===== config.mk =====
export PLATFORM = sky130hd
export DESIGN_NAME = ysyx_24110015_ifu_prefetch
export DESIGN_NICKNAME = d
export VERILOG_FILES = /design/src/rtl/ysyx_24110015_ifu_prefetch.sv
export SDC_FILE = /design/constraint.sdc
export NUM_CORES = 1
export LEC_CHECK = 0
export CAP_MARGIN = 20
export CORE_UTILIZATION = 35
export CTS_CLUSTER_DIAMETER = 200
export CTS_CLUSTER_SIZE = 14
export DETAILED_ROUTE_END_ITERATION = 10
export PLACE_DENSITY = 0.57
export RECOVER_POWER = 50
export SYNTH_ARGS = -nofsm -noshare
export SYNTH_HDL_FRONTEND = slang
export SYNTH_SLANG_ARGS = --single-unit

===== constraint.sdc =====
create_clock -name clk -period 4.15 [get_ports clk]
set_input_delay 0.83 -clock clk [delete_from_list [all_inputs] [get_ports clk]]
set_output_delay 0.83 -clock clk [all_outputs]
set_load 0.005 [all_outputs]

===== src/rtl/ysyx_24110015_ifu_prefetch.sv =====
// Instruction fetch unit: sequential PC fetch, prefetch FIFO, redirect flush.
// Ports: clk/rst, redirect_*, mem_req_*/mem_resp_* memory port, out_* to IDU.
module ysyx_24110015_ifu_prefetch #(
  parameter int unsigned     XLEN     = 32,
  parameter int unsigned     DEPTH    = 4,
  parameter int unsigned     MAX_OUT  = 2,
  parameter logic [XLEN-1:0] RESET_PC = 32'h8000_0000
) (
  input  logic            clk,
  input  logic            rst,
  input  logic            redirect_valid,
  input  logic [XLEN-1:0] redirect_pc,
  output logic            mem_req_valid,
  input  logic            mem_req_ready,
  output logic [XLEN-1:0] mem_req_addr,
  input  logic            mem_resp_valid,
  input  logic [XLEN-1:0] mem_resp_data,
  input  logic            mem_resp_err,
  output logic            out_valid,
  input  logic            out_ready,
  output logic [XLEN-1:0] out_pc,
  output logic [XLEN-1:0] out_inst,
  output logic            out_fault
);

  localparam int unsigned AW = $clog2(DEPTH);
  localparam int unsigned CW = $clog2(DEPTH + 1);
  localparam logic [CW-1:0] MAX_C = CW'(MAX_OUT);
  localparam logic [CW:0]   DEP_C = (CW + 1)'(DEPTH);
  localparam logic [CW-1:0] ONE_C = CW'(1);

  typedef enum logic {
    RUN,
    STALL
  } state_t;

  state_t state, state_nxt;

  logic [XLEN-1:0] fetch_pc;
  logic [XLEN-1:0] resp_pc;
  logic [CW-1:0]   out_cnt;
  logic [CW-1:0]   out_cnt_nxt;
  logic [CW-1:0]   drop_cnt;
  logic [CW-1:0]   fifo_cnt;
  logic [AW-1:0]   rptr;
  logic [AW-1:0]   wptr;
  logic [CW:0]     credit;

  logic [XLEN-1:0] pc_q   [DEPTH];
  logic [XLEN-1:0] inst_q [DEPTH];
  logic            flt_q  [DEPTH];

  logic req_fire;
  logic resp_drop;
  logic push;
  logic pop;
  logic unused_lsb;

  assign unused_lsb = ^redirect_pc[1:0];

  // credit counts FIFO entries plus every outstanding request,
  // so each response is guaranteed a free slot
  assign credit = {1'b0, fifo_cnt} + {1'b0, out_cnt};

  assign mem_req_valid = !rst
                      && state == RUN
                      && !redirect_valid
                      && out_cnt < MAX_C
                      && credit < DEP_C;

  assign mem_req_addr = fetch_pc;

  assign req_fire  = mem_req_valid && mem_req_ready;
  assign resp_drop = mem_resp_valid && drop_cnt != '0;
  assign push      = mem_resp_valid && drop_cnt == '0
                  && !redirect_valid;

  assign out_valid = !rst && fifo_cnt != '0;
  assign pop       = out_valid && out_ready && !redirect_valid;

  assign out_pc    = out_valid ? pc_q[rptr]   : '0;
  assign out_inst  = out_valid ? inst_q[rptr] : '0;
  assign out_fault = out_valid && flt_q[rptr];

  always_comb begin
    out_cnt_nxt = out_cnt;
    unique case ({req_fire, mem_resp_valid})
      2'b10:   out_cnt_nxt = out_cnt + ONE_C;
      2'b01:   out_cnt_nxt = out_cnt - ONE_C;
      default: out_cnt_nxt = out_cnt;
    endcase
  end

  always_comb begin
    state_nxt = state;
    unique case (state)
      RUN: begin
        if (redirect_valid)
          state_nxt = RUN;
        else if (push && mem_resp_err)
          state_nxt = STALL;
      end
      STALL: begin
        if (redirect_valid)
          state_nxt = RUN;
      end
      default: state_nxt = RUN;
    endcase
  end

  always_ff @(posedge clk) begin
    if (rst)
      state <= RUN;
    else
      state <= state_nxt;
  end

  always_ff @(posedge clk) begin
    if (rst) begin
      fetch_pc <= RESET_PC;
      resp_pc  <= RESET_PC;
      out_cnt  <= '0;
      drop_cnt <= '0;
      fifo_cnt <= '0;
      rptr     <= '0;
      wptr     <= '0;
    end else if (redirect_valid) begin
      fetch_pc <= {redirect_pc[XLEN-1:2], 2'b00};
      resp_pc  <= {redirect_pc[XLEN-1:2], 2'b00};
      out_cnt  <= out_cnt_nxt;
      // out_cnt already includes responses marked for
      // dropping, so it alone is the new discard count
      drop_cnt <= out_cnt_nxt;
      fifo_cnt <= '0;
      rptr     <= '0;
      wptr     <= '0;
    end else begin
      if (req_fire)
        fetch_pc <= fetch_pc + XLEN'(4);
      out_cnt <= out_cnt_nxt;
      if (resp_drop)
        drop_cnt <= drop_cnt - ONE_C;
      if (push) begin
        resp_pc <= resp_pc + XLEN'(4);
        wptr    <= wptr + AW'(1);
      end
      if (pop)
        rptr <= rptr + AW'(1);
      unique case ({push, pop})
        2'b10:   fifo_cnt <= fifo_cnt + ONE_C;
        2'b01:   fifo_cnt <= fifo_cnt - ONE_C;
        default: fifo_cnt <= fifo_cnt;
      endcase
    end
  end

  always_ff @(posedge clk) begin
    if (!rst && push) begin
      pc_q[wptr]   <= resp_pc;
      inst_q[wptr] <= mem_resp_err ? '0 : mem_resp_data;
      flt_q[wptr]  <= mem_resp_err;
    end
  end

  resp_has_req: assert property (
    @(posedge clk) disable iff (rst)
    !(mem_resp_valid && out_cnt == '0)
  ) else $error("ifu: response with no outstanding request");

endmodule


# Word level (Yosys, flattened, before mapping)
# Memory sizes are Yosys's and may differ from the RTL's. A register that Yosys moved wholly into a read port is not among the register bits.
# Cells that the tools add are included.
op_classes:
  add_sub_neg: 10
  magnitude_cmp: 2
  eq_ne: 4
  n_mux: 23
  bitwise_logic: 1
  reduce_logical: 24
ops:
  columns: ["cell", "n"]
  rows:
  - ["32-bit 2-to-1 mux", 7]
  - ["32-bit by 3-bit adder with 32-bit output (second input constant)", 2]
  - ["1-bit logical AND", 14]
  - ["2-bit 2-to-1 mux", 6]
  - ["3-bit case mux with 2 select lines", 2]
  - ["3-bit by 1-bit subtractor with 3-bit output (second input constant)", 3]
  - ["2-bit nonzero test", 4]
  - ["3-bit by 1-bit adder with 3-bit output (second input constant)", 2]
  - ["3-bit 2-to-1 mux", 2]
  - ["3-bit nonzero test", 2]
  - ["1-bit 2-to-1 mux", 5]
  - ["2-bit by 1-bit adder with 2-bit output (second input constant)", 2]
  - ["3-bit by 3-bit adder with 4-bit output", 1]
  - ["2-bit by 1-bit equality test with 1-bit output (second input constant)", 2]
  - ["2-bit equality test (second input constant)", 2]
  - ["4-bit by 3-bit less-than comparator with 1-bit output (second input constant)", 1]
  - ["3-bit logical NOT", 1]
  - ["3-bit by 2-bit less-than comparator with 1-bit output (second input constant)", 1]
  - ["1-bit logical NOT", 2]
  - ["1-bit case mux with 2 select lines", 1]
  - ["2-bit OR reduction", 1]
  - ["1-bit inverter", 1]
totals:
  register_bits: 78
  ram_bits: 260
  out_inout_bits: 99
  memories: 3
memory_table:
  columns: ["name", "depth", "word_bits", "rd", "rd_clocked_by_memory_dff", "write_ports", "line", "text"]
  rows:
  - ["inst_q", 4, 32, 1, 1, 1, "50", "logic [XLEN-1:0] inst_q [DEPTH];"]
  - ["pc_q", 4, 32, 1, 1, 1, "49", "logic [XLEN-1:0] pc_q [DEPTH];"]
  - ["flt_q", 4, 1, 1, 1, 1, "51", "logic flt_q [DEPTH];"]

# Logic depth before layout (Yosys ltp)
depth:
  ltp_word: 9
  mapped_depth: 13

# Worst setup path after synthesis
# No wires, ideal clock.
synth_path:
  kind: "input to register"
  startpoint: "input mem_resp_valid"
  endpoint: "memory flt_q[0], enable pin"
  setup_ps: 428
  arrival_time_ps: 3000
  required_ps: 3722
  path_slack_ps: 722
  stages: 4
  n_path_buf: 2
  cell_sequence: "and3b_1 > clkbuf_1 > clkbuf_1 > and3_1"
synth_between:
  elab_chain_len: 5
synth_rtl:
  columns: ["element", "line", "text"]
  rows:
  - ["start, declared", "16", "input logic mem_resp_valid,"]
  - ["1-bit logical AND", "75", "assign push = mem_resp_valid && drop_cnt == '0"]
  - ["1-bit logical AND", "76", "&& !redirect_valid;"]
  - ["1-bit logical AND", "158", "if (!rst && push) begin"]
  - ["1-bit 2-to-1 mux", "158", null]
  - ["1-bit 2-to-1 mux (implied by the code)", "161", "flt_q[wptr] <= mem_resp_err;"]
  - ["end, declared", "51", null]
# No other way between the ends.

==> out/metrics.cfg <==
[outcome]
status = finished, violations left
violations = max-capacitance violations, max-slew violations

[timing]
max_freq_ghz = 0.281
timing.final.crit_share_pct = 85.9
whs_ns = 0.504
finalSetupTns_ns = 0
skew_ns = 0.0294
hold_viol_final = 0
period_needed_ns = 3.56
slew_headroom_pct = -55.4
rsz0062_at_grt = false
worst_pin_slew_ns = 2.33
setup-violations-final = 0
maxSlewViolCount = 38

[cts]
cts_inserted_buffers = 27
path_clk_slew_ns = 0.07
cts.hold.buffers_added = 0
max-clock-path-buffers = 3
cts.sinks = 328
postCtsSetupBuffers = 0
htreeDepth = 1
root_buffer = clkbuf_16
insertion_delay_ns = 0.55
cts_tree = done
cts_resized = 0

[synth]
async_flop_share_pct = 0
ys_seq_elements = 328
netlist_area_sq_um = 13900
postSynthAreaPerCell_sq_um = 14.7
synth.distinct_cells = 60
netlist_instances = 950
ys.flop_type = edfxtp_1
ys_warn_count = 0
ys_seq_area_share_pct = 65.3
synth-edff-count = 252

[setup_path]
critPathRequiredTime_ns = 3.32
crit_type = register to output port
cp-end-kind = output port
worstPathArrival_ns = 2.73
start_kind = register
path_max_fanout = 24

[placement]
routabilityCongestion = 0.792
dp.cells = 1599
io_buffers = 163
place_hpwl_um = 20100

[global_routing]
first_global_vias = 8399
grt_max_degree = 64
overflow = 0
grt_use_total_pct = 15.6
grt_pass1_wl_um = 49300
antenna_found_initial = 0

[drt]
viasPerCell = 5.06
dr_total_vias = 8329
routedWlPerCell_um = 19.2
ant_nets = 0
post-route-drc-count = 0
wirelength_um = 31600
drt_iter0_drc = 458
firstDrtPassIters = 4

[floorplanning]
io_pins = 170
fp.coreArea_sq_um = 38900
die_y_um = 201
start_util_pct = 35.8
die_x_um = 201
rows = 72
die_area_sq_um = 40600

[power]
power_density_nw_per_um2 = 385
ir_worst_vdd_v = 0.000283
p_leak_nw = 5.50

[run]
maxCapViolCount = 1

[layout]
drive_above_1_share_pct = 11.8
fin_cells = 1647
diodes = 0
synthToLayoutAreaGrowth_pct = 21.9
fin_nets = 1195

[min_path]
min_path_type = register to register

cells in the final DEF, fill, tap and decap left out, types with 5 or more instances in the layout:
master / n
xor2_1: 28
o21ai_0: 12
a211oi_1: 14
nor2_1: 48
nand3_1: 24
dlygate4sd3_1: 23
clkdlybuf4s50_1: 138
nor2b_1: 32
nand2_1: 40
a31oi_1: 16
dfxtp_1: 74
mux2_2: 7
and2_1: 66
a21oi_1: 28
nand4_1: 28
clkbuf_16: 27
and4_1: 5
edfxtp_1: 252
buf_12: 9
xnor2_1: 14
mux4_2: 63
or3_1: 9
inv_1: 26
nor3_1: 9
a21boi_0: 12
nor4_1: 6
and3_1: 14
buf_4: 6
clkbuf_1: 23
ha_1: 12
cells in the mapped netlist (3+ instances only):
cell | number | area share, %
a31oi_1 | 16 | 0.72
ha_1 | 12 | 1.1
a2bb2oi_1 | 3 | 0.19
mux2_2 | 7 | 0.57
nand4_1 | 28 | 1.3
buf_2 | 10 | 0.36
nand3_1 | 24 | 0.86
nor3_1 | 9 | 0.32
and3_1 | 18 | 0.81
edfxtp_1 | 252 | 54
clkbuf_1 | 33 | 0.89
inv_1 | 25 | 0.67
nand2_1 | 40 | 1.1
and2_1 | 66 | 3.0
o211ai_1 | 4 | 0.22
nor2_1 | 49 | 1.3
xor2_1 | 28 | 1.8
buf_1 | 4 | 0.11
dfxtp_1 | 76 | 11
nor2b_1 | 32 | 1.4
or3_1 | 9 | 0.40
o22ai_1 | 3 | 0.13
and4_1 | 5 | 0.31
a41oi_1 | 3 | 0.19
a211oi_1 | 14 | 0.75
a21boi_0 | 12 | 0.65
nor4_1 | 6 | 0.27
buf_4 | 6 | 0.32
a21oi_1 | 28 | 1.0
xnor2_1 | 14 | 0.88
mux4_2 | 63 | 10
o21ai_0 | 12 | 0.43
worst max-delay path, cell delays in order (launching register included):
cell and delay, ns:
dfxtp_4 0.69, buf_4 0.32, mux4_2 0.55, and2_1 0.17, clkdlybuf4s50_1 0.44
stage by stage:
stage / cell area [sq um] / total power, mW / utilization [%] / setup slack, ns
3_3_place_gp: 16200 / 4.29 / 41.7 / 0.675
4_1_cts: 17000 / 6.64 / 43.7 / 0.450
2_1_floorplan: 13900 / 4.04 / - / 0.722
5_1_grt: 17000 / 6.80 / 43.6 / 0.368
6_report: 17000 / 6.54 / 43.6 / 0.586
3_5_place_dp: 16200 / 4.30 / 41.7 / 0.673
logic make-up after synthesis:
logic type | Yosys count | synth area share, %
XOR/XNOR | 42 | 2.64
AO/OA/AOI/OAI | 110 | 5.17
flip-flops | 328 | 65.3
adder cells (fa/ha/maj) | 14 | 1.37
AND/OR/NAND/NOR | 302 | 12.1
multiplexers | 71 | 10.8
buffers and inverters | 82 | 2.62
other | 1 | 0.0269
metal layers:
metal | global-route usage (%) | vias to the layer above | part of all wire [%]
met2 | 24.0 | 249 | 45
met5 | 0 | - | 0
met3 | 2.58 | 32 | 5.7
li1 | - | 3923 | -
met4 | 3.03 | 0 | 1.3
met1 | 23.2 | 4125 | 48
state kept, by name, indices dropped and copies added (netlist names), named ones only:
signal / flops
inst_q: 128
pc_q: 120
mem_req_addr: 30
resp_pc: 30
flt_q: 4
drop_cnt: 3
fifo_cnt: 3
out_cnt: 3
rptr: 2
wptr: 2
state: 1
area by class of cell:
| type | instances | area, sq um |
|---|---|---|
| repair buffers | 184 | 1870 |
| clock buffers | 46 | 747 |
| well taps | 518 | 648 |
| multi-input cells | 543 | 4490 |
| inverters | 26 | 97.6 |
| fillers | 3565 | 21900 |
| clock inverters | 2 | 17.5 |
| flip-flops and latches | 328 | 9090 |
worst paths after layout:
path                                                from                             to  slack [ns]  depth (start not counted)
worst max-delay path                            register                     out_pc[23]        0.59                          4
worst min-delay path                wptr[1]$_SDFFE_PP0P_           wptr[1]$_SDFFE_PP0P_        0.50                          2
worst max register to register  fifo_cnt[1]$_SDFFE_PP0P_  mem_req_addr[30]$_SDFFE_PP0P_        1.12                          7
worst min register to register      wptr[1]$_SDFFE_PP0P_           wptr[1]$_SDFFE_PP0P_        0.50                          2
power by group:
group          internal [mW]  switching (mW)
Sequential              3.63          0.0907
Clock                   1.22            1.10
Combinational          0.241           0.250
Total                   5.09            1.44
Power figures use the tool's default switching activity.
